**config.mk**
```make
export PLATFORM = sky130hd
export DESIGN_NAME = updown_sweep_ctrl
export DESIGN_NICKNAME = d
export VERILOG_FILES = /design/src/rtl/updown_pkg.sv /design/src/rtl/up_down_counter_en.sv /design/src/rtl/updown_sweep_ctrl.sv
export SDC_FILE = /design/constraint.sdc
export NUM_CORES = 1
export LEC_CHECK = 0
export ABC_AREA = 1
export CAP_MARGIN = 20
export CORE_MARGIN = 2
export CORE_UTILIZATION = 52
export CTS_CLUSTER_SIZE = 14
export DETAILED_ROUTE_END_ITERATION = 6
export PLACE_DENSITY = 0.79
export SLEW_MARGIN = 20
export SYNTH_ARGS = -nofsm -noshare
export SYNTH_HDL_FRONTEND = slang
export SYNTH_SLANG_ARGS = --single-unit
```
**constraint.sdc**
```tcl
create_clock -name clk -period 1.77 [get_ports clk]
set_input_delay 0.354 -clock clk [delete_from_list [all_inputs] [get_ports clk]]
set_output_delay 0.354 -clock clk [all_outputs]
set_load 0.02 [all_outputs]
```
**src/rtl/updown_pkg.sv**
```systemverilog
// updown_pkg: shared state encoding and direction constants for the sweep controller
package updown_pkg;
    typedef enum logic [2:0] {
        IDLE = 3'd0,
        UP   = 3'd1,
        HOLD = 3'd2,
        DOWN = 3'd3,
        DONE = 3'd4
    } sweep_state_t;
    localparam logic DIR_UP   = 1'b1;
    localparam logic DIR_DOWN = 1'b0;
endpackage

```
**src/rtl/up_down_counter_en.sv**
```systemverilog
// up_down_counter_en: up/down counter with enable and synchronous clear
//   clk, reset (async active-low), en, clr (sync, wins over en), up_down (1=up), q
module up_down_counter_en
    import updown_pkg::*;
#(
    parameter int WIDTH = 2
) (
    input  logic             clk,
    input  logic             reset,
    input  logic             en,
    input  logic             clr,
    input  logic             up_down,
    output logic [WIDTH-1:0] q
);
    always_ff @(posedge clk or negedge reset)
        if (!reset)
            q <= '0;
        else if (clr)
            q <= '0;
        else if (en)
            q <= (up_down == DIR_UP) ? q + 1'b1 : q - 1'b1;
endmodule

```
**src/rtl/updown_sweep_ctrl.sv**
```systemverilog
// updown_sweep_ctrl: drives a counter through N triangle sweeps 0->limit->dwell->0
//   in : clk, reset (async active-low), start, abort, limit, num_sweeps
//   out: q, up_down, cnt_en, sweep_idx, busy, done
module updown_sweep_ctrl
    import updown_pkg::*;
#(
    parameter int WIDTH    = 2,
    parameter int SWEEPS_W = 4,
    parameter int HOLD_CYC = 2
) (
    input  logic                clk,
    input  logic                reset,
    input  logic                start,
    input  logic                abort,
    input  logic [WIDTH-1:0]    limit,
    input  logic [SWEEPS_W-1:0] num_sweeps,
    output logic [WIDTH-1:0]    q,
    output logic                up_down,
    output logic                cnt_en,
    output logic [SWEEPS_W-1:0] sweep_idx,
    output logic                busy,
    output logic                done
);
    localparam int HC_W = $clog2(HOLD_CYC + 1);
    sweep_state_t        state;
    logic [WIDTH-1:0]    limit_r;
    logic [SWEEPS_W-1:0] num_r;
    logic [HC_W-1:0]     hold_cnt;
    // Moore decode: the counter only moves while it has not reached its end point
    assign cnt_en  = (state == UP && q != limit_r) || (state == DOWN && q != '0);
    assign up_down = (state == DOWN) ? DIR_DOWN : DIR_UP;
    assign busy    = state != IDLE;
    assign done    = state == DONE;
    up_down_counter_en #(.WIDTH(WIDTH)) u_cnt (
        .clk     (clk),
        .reset   (reset),
        .en      (cnt_en),
        .clr     (abort),
        .up_down (up_down),
        .q       (q)
    );
    always_ff @(posedge clk or negedge reset)
        if (!reset) begin
            state     <= IDLE;
            limit_r   <= '0;
            num_r     <= '0;
            sweep_idx <= '0;
            hold_cnt  <= '0;
        end else if (abort) begin
            state     <= IDLE;
            sweep_idx <= '0;
        end else
            case (state)
                IDLE:
                    if (start) begin
                        limit_r   <= limit;
                        num_r     <= num_sweeps;
                        sweep_idx <= '0;
                        state     <= (limit != '0 && num_sweeps != '0) ? UP : DONE;
                    end
                UP:
                    if (q == limit_r) begin
                        hold_cnt <= '0;
                        state    <= HOLD;
                    end
                HOLD:
                    if (hold_cnt == HC_W'(HOLD_CYC - 1))
                        state <= DOWN;
                    else
                        hold_cnt <= hold_cnt + 1'b1;
                DOWN:
                    if (q == '0) begin
                        // num_r is nonzero here, so num_r-1 is the last index
                        if (sweep_idx == num_r - 1'b1)
                            state <= DONE;
                        else begin
                            sweep_idx <= sweep_idx + 1'b1;
                            state     <= UP;
                        end
                    end
                DONE:
                    state <= IDLE;
                default:
                    state <= IDLE;
            endcase
endmodule
```
# --- Word level (Yosys, flattened, before mapping) ---
# Index checks and enable logic that the tools add are counted.
word_totals:
  reg_bits: 17
  in_bits: 10
  out_inout_bits: 10
  word_cells: 64
classes:
  n_addsub: 5
  n_eq_ne: 15
  mux: 20
  n_bitwise: 1
  n_reduce_logical: 17
ops:
  columns: ["operator", "n"]
  rows:
  - ["3-bit two-way mux", 7]
  - ["4-bit two-way mux", 4]
  - ["3-bit case mux with 4 select lines", 1]
  - ["4-bit AND reduction", 3]
  - ["2-bit two-way mux", 5]
  - ["3-bit inequality test (second input constant)", 3]
  - ["4-bit case mux with 2 select lines", 1]
  - ["2-bit nonzero test", 4]
  - ["3-bit by 2-bit == test with 1-bit output (second input constant)", 2]
  - ["3-bit by 2-bit inequality test with 1-bit output (second input constant)", 2]
  - ["3-bit nonzero test", 2]
  - ["2-bit by 1-bit adder with 2-bit output (second input constant)", 2]
  - ["4-bit by 1-bit adder with 4-bit output (second input constant)", 1]
  - ["4-bit == test", 1]
  - ["2-bit case mux with 2 select lines", 1]
  - ["4-bit nonzero test", 1]
  - ["4-bit by 1-bit subtractor with 4-bit output (second input constant)", 1]
  - ["3-bit by 1-bit == test with 1-bit output (second input constant)", 1]
  - ["3-bit == test (second input constant)", 1]
  - ["1-bit logical AND", 3]
  - ["3-bit zero test", 1]
  - ["3-bit AND reduction", 1]
  - ["2-bit by 1-bit == test with 1-bit output (second input constant)", 1]
  - ["2-bit == test", 1]
  - ["8 further kinds", 8]

# --- Longest topological paths before layout ---
# Gate-level depths: netlist of run 1.
depth:
  ltp_word: 6
  ltp_mapped: 13
  ltp_nobuf: 13

# --- By module ---
# A second synthesis of run 1 with hierarchy kept.
hier_totals:
  cells_unflattened: 160
  area_unflattened_um2: 1214.9
modules_own_cells:
  columns: ["module", "n_inst", "cells_per_inst", "area_each_um2", "seq_area_each_um2"]
  rows:
  - ["updown_sweep_ctrl", 1, 142, 1098.6, 375.4]
  - ["up_down_counter_en", 1, 18, 116.4, 50.0]

# --- Worst setup path after synthesis of run 1 ---
# Ideal clock, no wire load.
synth_timing:
  kind: "reg-to-reg"
  from: "register num_r[0]"
  to: "register sweep_idx[1]"
  setup_ns: 0.065
  arrival_time_ns: 1.427
  required_time_ns: 1.705
  setup_slack_ns: 0.278
  path_stages_with_launch: 12
  path_buffers: 0
  period_less_slack_ns: 1.492
  path_cell_list: "dfrtp_1 > inv_1 > ha_1 > nand2_1 > inv_1 > nor2_1 > nand2_1 > nor2_1 > nand3_2 > nand2_4 > nand2_1 > nand2_1"
synth_via:
  elab_chain_cells: 4
synth_lines:
  columns: ["item", "line", "source"]
  rows:
  - ["start: declaration", "updown_sweep_ctrl.sv:27", "logic [SWEEPS_W-1:0] num_r;"]
  - ["start signal: assignment", "updown_sweep_ctrl.sv:57", "num_r <= num_sweeps;"]
  - ["4-bit by 1-bit subtractor with 4-bit output", "updown_sweep_ctrl.sv:74", "if (sweep_idx == num_r - 1'b1)"]
  - ["4-bit == test", "updown_sweep_ctrl.sv:74", null]
  - ["3-bit inequality test (no line)", null, null]
  - ["4-bit AND reduction (no line)", null, null]
  - ["end signal: assignment", "updown_sweep_ctrl.sv:77", "sweep_idx <= sweep_idx + 1'b1;"]
  - ["end: declaration", "updown_sweep_ctrl.sv:20", "output logic [SWEEPS_W-1:0] sweep_idx,"]
# No other way between the ends.
# A chain may end at the register's enable or synchronous reset.

# --- Worst setup path in the final report of run 1 ---
layout_timing:
  from: "register sweep_idx[2]"
  to: "output port sweep_idx[2]"
# No word-level cell between the ends.

==> metrics.txt, run 1 <==
first-pass GRT wire length=~4600 um; Cell Area, Synth=1170 um^2; worst hold path type=input port to asynchronous set/reset pin; P_leak=0.824 nW; Design Power=roughly 1.9 mW; chip width=a little over 50 um; reg2reg start=num_r[0]; Post-Synth Adder-Cell Area=0.0321; post-synth top area cell=dfrtp_1; final hold vios=0; clk slew on worst S/H paths=0.10 ns; vias in the first global route=1,120; Initial Utilization=0.539; met1 GRT Util=0.282; Post-synth ARST share=1.00; most frequent cells in the layout=nand2_1 (41), inv_1 (18), dfrtp_1 (17), buf_4 (17), nor2_1 (11); startpoint types=register; XOR/XNOR share of the synthesized area=0.0524; RSZ-0062 raised after global routing=false; wire per inst=11.7 um; DRT antenna net count=0; kind of critical path=register to primary output; # rows=17; fmax=roughly 0.6 GHz; drt drc=0; CTS max path bufs=2; drt initial violations=18; r2r worst-path depth=11; main combinational cell family by area after synthesis=simple AND/OR/NAND/NOR gates; reg-to-reg slack, setup=0.13 ns; CTS tree=yes; total negative slack=0 ns; Compound-Gate Fraction of Synth Area=0.0749; Post-synth EDFFs=0; WP data arrival=about 1.4 ns; syn avg cell area=between 7 and 8 um^2; area grow syn2layout=31.2%; critical path endpoint category=primary output; largest net degree at the start of global routing=18; initial antenna violation count=0; grt total ovfl=0; GR peak layer=met2; minimum clock period=1.72 ns; CP Cell Sequence=clkdlybuf4s50_1; max-cap viol count=0; vias post-DR=1,120; Core Area=2170 um^2; # diodes=0; total clock buffers created by CTS=3; most common cell after layout, fill and taps aside=nand2_1; reg-to-reg endpoint=sweep_idx[1]; Rel. slew slack=0.785; Synth warnings=0; endpoints failing setup=0; clk_skew=0.00352 ns; post-synthesis mux area share=0.00856; Yosys cell types=29; die area=2650 um^2; final core occ=0.708; Top delay family on crit path=buffers and inverters; PD cells=~1200 nW/um^2; fill count=181; CTS root buffer=clkbuf_4; CP Max Fanout=5; share of cells above drive strength 1=0.259; slowest CP cell=clkdlybuf4s50_1; status=finished clean; GRT Overall Usage=0.236; Worst-Skew Late Latency=0.31 ns; Final Slew Violations=0; WP buf/inv=1; Port Buffer Count=19; final net count=207; DR vias/cell=5.07; worst path required time=~1.4 ns; Area contributors post-synth=dfrtp_1 (36%), nand2_1 (14%), inv_1 (5.8%); synthesized flop and latch total=17; Die H=roughly 51 um; Synth Net Count=between 150 and 200; Routed WL=2590 um; worst ir drop on vdd=1010 uV; CTS sink count=17; Slew @ Worst Pin=0.319 ns; GR Util met3=0.0263; synthesized instance count=between 150 and 200; DRT Pass-1 Iters=6; IO Pins=20; ys flop type=dfrtp_1; post-synth top area share=0.364; Post-DP HPWL=just over 2000 um; GP Congestion=0.845; met2 GRT Util=0.419; post-synthesis sequential area ratio=0.364; crit-path max cell delay=0.63 ns; Synth Area in Simple Gates=0.381; final period utilization=0.970; CTS H-tree depth=1
==> cells in the mapped netlist (4+ instances only) <==
| master | instances |
|---|---|
| a21oi_1 | 4 |
| o21ai_1 | 6 |
| xor2_1 | 4 |
| nand3_1 | 11 |
| inv_1 | 18 |
| dfrtp_1 | 17 |
| nor2_1 | 12 |
| inv_2 | 5 |
| nand2_1 | 43 |
==> worst max-delay path by stage <==
stage	startpoint	end	slack, ns	cells past startpoint
2_1_floorplan	num_r[0]	sweep_idx[1]	0.28	11
3_3_place_gp	state[2]	cnt_en	-0.04	6
3_5_place_dp	state[2]	cnt_en	-0.07	6
4_1_cts	state[0]	done	0.02	5
5_1_grt	u_cnt.q[1]	cnt_en	0.003	5
6_report	sweep_idx[2]	sweep_idx[2]	0.05	1
==> kinds of logic (layout without fill, tap and decap cells) <==
logic type,after synthesis,after routing
AND/OR/NAND/NOR,86,86
buffers and inverters,25,63
flip-flops,17,17
AO/OA/AOI/OAI,16,16
XOR/XNOR,7,7
adder cells (fa/ha/maj),3,3
multiplexers,1,1
==> sequential cells by signal, indices dropped and copies added, names as in the netlist <==
| name | flops |
|---|---|
| limit_r | 2 |
| num_r | 4 |
| hold_cnt | 2 |
| sweep_idx | 4 |
| state | 3 |
| u_cnt.q | 2 |
==> power by group <==
group          leakage (nW)  internal [mW]  switching [mW]
clock network        0.0177         0.0845           0.135
logic                 0.583          0.464           0.618
registers             0.223          0.498          0.0888
total                 0.824           1.05           0.842
==> area by class of cell <==
| class | count | area [um^2] | share of cell area |
|---|---|---|---|
| clock buffer | 3 | 22.5 | 0.0147 |
| timing repair buffer | 36 | 307 | 0.200 |
| tap | 28 | 35.0 | 0.0228 |
| clock inverter | 1 | 5.00 | 0.00326 |
| sequential | 17 | 425 | 0.277 |
| multi-input combinational | 113 | 654 | 0.426 |
| inverter | 23 | 86.3 | 0.0562 |
==> what timing repair did <==
action                     4_1_cts  5_1_grt
setup endpoints to repair        9        9
hold buffers                     0        0
pin swaps                        0        0
setup buffers                    1        2
gates resized for setup         17        8
==> stage by stage <==
stage | instance area [um^2] | worst slack, ns | hold slack [ns] | cells
after floorplan | 1170 | 0.278 | 0.0584 | 155
after global placement | 1500 | -0.0369 | 0.466 | 214
after detailed placement | 1500 | -0.0733 | 0.484 | 214
after CTS | 1520 | 0.0210 | 0.362 | 219
after global routing | 1540 | 0.00288 | 0.386 | 221
final | 1540 | 0.0535 | 0.358 | 221
==> metal layers <==
layer  vias to the layer above  routed length, um
met5                         -                  0
met4                         0                 61
met3                         7                 93
met2                        23               1320
met1                       526               1110
li1                        564                  -
(Power assumes the default switching activity.)
==> run 2: changes to the inputs <==
--- a/config.mk
+++ b/config.mk
@@ -11,7 +11,8 @@
 export CORE_UTILIZATION = 52
 export CTS_CLUSTER_SIZE = 14
 export DETAILED_ROUTE_END_ITERATION = 6
-export PLACE_DENSITY = 0.79
+export PLACE_DENSITY = 0.85
+export SETUP_SLACK_MARGIN = 0.2
 export SLEW_MARGIN = 20
 export SYNTH_ARGS = -nofsm -noshare
 export SYNTH_HDL_FRONTEND = slang
==> run 2 against run 1 <==
Net effect: flip-flop and latch count stayed put; hold slack better by 0.0089 ns; sequential power is 2% higher; via count is 5.9% higher; count of clock-buffer cells in the layout is 1 higher; clock power is 2% lower; final cell count is 4.1% higher; largest cell class unchanged.
==> metrics.txt, run 2 (synthesized netlist as in run 1, its figures left out) <==
most common cell after layout, fill and taps aside=nand2_1; wire per inst=12.6 um (+7.1%); max layer used=met4; endpoints failing setup=0 (unchanged); fmax=0.600 GHz (+3.0%); DRT antenna net count=0 (unchanged); dpl cell area=1510 um^2 (+0.67%); final instance area=1660 um^2 (+7.8%); final period utilization=0.942 (-0.0279); kind of critical path=register to primary output; minimum clock period=1.67 ns (-0.0495 ns); WP data arrival=1.31 ns (-0.05 ns); worst hold path type=input port to asynchronous set/reset pin; placed insts=217 (+1.4%); DR vias/cell=5.16 (+1.7%); CTS sink count=17 (unchanged); largest net degree at the start of global routing=18 (unchanged); CTS max path bufs=2 (unchanged); final worst slack=0.103 ns (+0.0495 ns); Slew @ Worst Pin=0.343 ns (+0.0237 ns); IO Pins=20 (unchanged); clk_skew=0.00314 ns (-0.000377 ns); initial antenna violation count=0 (unchanged); P_leak=0.868 nW (+5.3%); Worst-Skew Late Latency=0.30 ns (about the same); Port Buffer Count=19 (unchanged); drt initial violations=29 (+11); met3 wire len=123 um (+32%); Post-DP HPWL=2070 um (+0.52%); CTS tree=yes; share of cells above drive strength 1=0.337 (+0.0776); drt drc=0 (unchanged); clk slew on worst S/H paths=0.10 ns (about the same); largest registers=num_r x4, sweep_idx x4, state x3; fill count=150 (-17%); wl on met1=1160 um (+4.2%); Hold Slack=0.366 ns (+0.00889 ns); startpoint types=register; final net count=216 (+4.3%); DRT Pass-1 Iters=4 (-2); RSZ-0062 raised after global routing=true; Post-CTS Hold Buffers=0 (unchanged); Rel. slew slack=0.769 (-0.0160); die area=2650 um^2 (unchanged); Final Slew Violations=0 (unchanged); pre-CTS setup slack=0.0160 ns (+0.0892 ns); grt total ovfl=0 (unchanged); vias in the first global route=1,218 (+8.8%); PD cells=1270 nW/um^2 (+2.9%); met2 WL=1490 um (+13%); total clock buffers created by CTS=3 (unchanged); # diodes=0 (unchanged); CP Max Fanout=4 (-1); GP Congestion=0.881 (+4.3%); worst ir drop on vdd=991 uV (-2.2%); worst path required time=1.42 ns (about the same); Layout Cells excl Fill=230 (+4.1%); area grow syn2layout=41.5%; most frequent cells in the layout=nand2_1 (36), buf_4 (25), dfrtp_1 (17), inv_1 (15), nand3_1 (11); first-pass GRT wire length=4820 um (+5.5%); chip width=51.4 um (unchanged); vias post-DR=1,186 (+5.9%); Design Power=2.10 mW (+11%); CTS root buffer=clkbuf_4; status=finished clean; critical path endpoint category=primary output; max-cap viol count=0 (unchanged); Core Area=2170 um^2 (unchanged); Routed WL=2890 um (+11%); CTS H-tree depth=1 (unchanged); # rows=17 (unchanged); Die H=51.4 um (unchanged); GRT Overall Usage=0.244 (+0.00822); final core occ=0.763 (+0.0554); final hold vios=0 (unchanged); Initial Utilization=0.539 (unchanged); total negative slack=0 ns (unchanged)
-- run 2: cell count changes in the layout (fill, tap and decap cells not counted), moves of 2 or more --
| cell | change |
|---|---|
| nand3_2 | -2 |
| nor2_4 | +2 |
| inv_1 | -3 |
| buf_4 | +8 |
| nand2_1 | -5 |
| buf_6 | +5 |
| nand2_2 | +4 |
| inv_2 | +3 |
| buf_2 | -2 |
-- run 2: final timing paths --
kind                        startpoint           to  cells after the start  slack, ns
setup / recovery            u_cnt.q[1]       cnt_en                      5       0.10
hold / removal                   reset     num_r[2]                      2       0.37
setup reg to reg              num_r[0]     state[0]                     12       0.20
hold reg to reg            hold_cnt[0]  hold_cnt[0]                      1       0.49
max in group asynchronous        reset  hold_cnt[0]                      2       1.22
min in group clk           hold_cnt[0]  hold_cnt[0]                      1       0.49
-- run 2: report_power, final --
part	internal, mW	leakage, nW	switching, mW
logic	0.568	0.630	0.715
registers	0.498	0.223	0.0980
clock network	0.0879	0.0150	0.128
total	1.15	0.868	0.942
-- run 2: area by class of cell --
cell class | instances | area (um^2) | share of cell area
clock buffer | 4 | 26.3 | 0.0159
inverter | 23 | 86.3 | 0.0522
multi-input combinational | 113 | 699 | 0.423
sequential | 17 | 425 | 0.257
tap | 28 | 35.0 | 0.0212
timing repair buffer | 45 | 383 | 0.231
-- run 2: what timing repair did --
item	CTS	global route
pin swaps	5	12
gates resized for setup	29	21
buffers inserted	3	6
setup endpoints to repair	16	10
-- run 2: worst max-delay path: stages (launching register included) --
cell and delay, ns:
dfrtp_1 0.44, xnor2_1 0.18, nand2_1 0.11, nand2_2 0.10
nand2_2 0.06, buf_6 0.13
-- run 2: layer usage --
metal | up-vias | global-route usage
met1 | 554 | 0.262
li1 | 582 | -
met2 | 37 | 0.432
met4 | 0 | 0.184
met3 | 13 | 0.0292
met5 | - | 0
==> run 3: changes to the inputs <==
--- a/config.mk
+++ b/config.mk
@@ -12,6 +12,7 @@
 export CTS_CLUSTER_SIZE = 14
 export DETAILED_ROUTE_END_ITERATION = 6
 export PLACE_DENSITY = 0.85
+export RECOVER_POWER = 100
 export SETUP_SLACK_MARGIN = 0.2
 export SLEW_MARGIN = 20
 export SYNTH_ARGS = -nofsm -noshare
==> run 3 against run 2 <==
Net effect: count of clock-buffer cells in the layout unchanged; sequential power shrank 2%; via count increased by 0.67%; clock skew down 0.0020 ns.
==> metrics.txt, run 3 (synthesized netlist as in run 1, its figures left out) <==
P_leak=0.851 nW (-1.9%); worst hold path type=register to register; DRT Pass-1 Iters=4 (unchanged); drt drc=0 (unchanged); clk slew on worst S/H paths=0.10 ns (about the same); min-delay src=hold_cnt[0]; Flop pwr share=0.286 (+0.002); final net count=216 (unchanged); DRT antenna net count=0 (unchanged); largest registers=num_r x4, sweep_idx x4, state x3; combinational share of power=0.609 (-0.004); # rows=17 (unchanged); critical path endpoint category=primary output; max-cap viol count=0 (unchanged); CP Max Fanout=4 (unchanged); vias post-DR=1,194 (+0.67%); most common cell after layout, fill and taps aside=nand2_1; reg-to-reg endpoint=state[0]; startpoint types=register; Routed WL=2890 um (about the same); placed insts=217 (unchanged); most frequent cells in the layout=nand2_1 (38), buf_4 (22), inv_1 (18), dfrtp_1 (17), nand3_1 (12); CTS sink count=17 (unchanged); GRT Overall Usage=0.244 (unchanged); Clk pwr share=0.105 (+0.002); Rel. slew slack=0.393 (-0.376); Worst-Skew Late Latency=0.30 ns (about the same); Sw Ratio=0.448 (-0.00118); fmax=0.591 GHz (-1.6%); drt initial violations=29 (unchanged); Die H=51.4 um (unchanged); total clock buffers created by CTS=3 (unchanged); share of cells above drive strength 1=0.287 (-0.0495); RSZ-0062 raised after global routing=true; # diodes=0 (unchanged); status=finished clean; chip width=51.4 um (unchanged); Worst Hold End=hold_cnt[0]; final hold vios=0 (unchanged); reg-to-reg slack, setup=0.16 ns (-0.04 ns); die area=2650 um^2 (unchanged); r2r worst-path depth=12 (unchanged); wire per inst=12.5 um (about the same); clk_skew=0.00110 ns (-0.00204 ns); CTS H-tree depth=1 (unchanged); initial antenna violation count=0 (unchanged); kind of critical path=register to primary output; internal power=1.13 mW (-2.1%); largest net degree at the start of global routing=18 (unchanged); CTS root buffer=clkbuf_4; Slew @ Worst Pin=0.910 ns (+0.568 ns); reg2reg start=num_r[0]; first-pass GRT wire length=4820 um (unchanged); GP Congestion=0.881 (unchanged); Final Slew Violations=0 (unchanged); vias in the first global route=1,218 (unchanged); WP data arrival=1.34 ns (+0.03 ns); final period utilization=0.957 (+0.0149); Sw Pwr=917 uW (-2.6%); grt total ovfl=0 (unchanged); Port Buffer Count=19 (unchanged); CTS max path bufs=2 (unchanged); Core Area=2170 um^2 (unchanged); endpoints failing setup=0 (unchanged); minimum clock period=1.69 ns (+0.0264 ns); area grow syn2layout=38.6%; worst path required time=1.42 ns (about the same); Initial Utilization=0.539 (unchanged); DR vias/cell=5.19 (+0.67%); PD cells=1260 nW/um^2 (-0.31%); Post-DP HPWL=2070 um (unchanged); worst ir drop on vdd=972 uV (-1.9%); Layout Cells excl Fill=230 (unchanged); IO Pins=20 (unchanged); CTS tree=yes; total negative slack=0 ns (unchanged); Hold Path Depth=1
[run 3: cell count changes in the layout (fill, tap and decap cells not counted), moves of 2 or more]
cell and delta:
buf_4 -3, clkbuf_1 +4, inv_1 +3, inv_2 -3
nand2_1 +2, nand2_2 -2
[run 3: power by group through the flow]
stage / Combinational (mW) / Sequential [mW] / Clock (mW)
floorplan: 0.663 / 0.609 / 0
finish: 1.25 / 0.585 / 0.214
CTS: 1.11 / 0.592 / 0.215
detailed placement: 1.04 / 0.602 / 0
global placement: 0.992 / 0.595 / 0
global route: 1.37 / 0.599 / 0.221
[run 3: layer usage]
metal  global-route usage  wire length (um)
met3               0.0292               128
met2                0.432              1490
met4                0.184               112
met5                    0                 0
met1                0.262              1150
[run 3: per-stage QoR]
| stage | setup slack, ns | cell area, um^2 | hold WS [ns] | utilization | power [mW] |
|---|---|---|---|---|---|
| 2_1_floorplan | 0.278 | 1170 | 0.0584 | - | 1.27 |
| 3_3_place_gp | 0.0447 | 1510 | 0.465 | 0.694 | 1.59 |
| 3_5_place_dp | 0.0160 | 1510 | 0.480 | 0.694 | 1.64 |
| 4_1_cts | 0.117 | 1560 | 0.370 | 0.718 | 1.92 |
| 5_1_grt | 0.0450 | 1620 | 0.524 | 0.747 | 2.19 |
| 6_report | 0.0766 | 1620 | 0.488 | 0.747 | 2.05 |
[run 3: area by class of cell]
| cell class | instances | area (um^2) |
|---|---|---|
| clock buffers | 4 | 26.3 |
| fillers | 160 | 548 |
| flip-flops and latches | 17 | 425 |
| well taps | 28 | 35.0 |
| multi-input cells | 113 | 682 |
| repair buffers | 45 | 367 |
| inverters | 23 | 86.3 |
[run 3: critical path: stages, from the launching register on]
cell	delay [ns]
dfrtp_1	0.44
xnor2_1	0.18
nand2_1	0.10
nand2_1	0.10
nand2_1	0.09
buf_6	0.14
[run 3: how the worst max path moves through the flow]
stage                     from      endpoint  slack [ns]  depth (start not counted)
floorplan             num_r[0]  sweep_idx[1]        0.28                         11
global placement      state[2]        cnt_en        0.04                          6
detailed placement    state[1]        cnt_en        0.02                          6
CTS                 u_cnt.q[1]        cnt_en        0.12                          5
global route          state[2]        cnt_en        0.04                          6
finish              u_cnt.q[1]        cnt_en        0.08                          5
[run 3: what timing repair did]
item | 4_1_cts | 5_1_grt
gates cloned | 0 | 0
endpoints found under the hold margin | 0 | 0
hold buffers | 0 | 0
pin swaps | 5 | 12
resized for setup | 29 | 21
buffers inserted | 3 | 6
endpoints found under the setup margin | 16 | 10
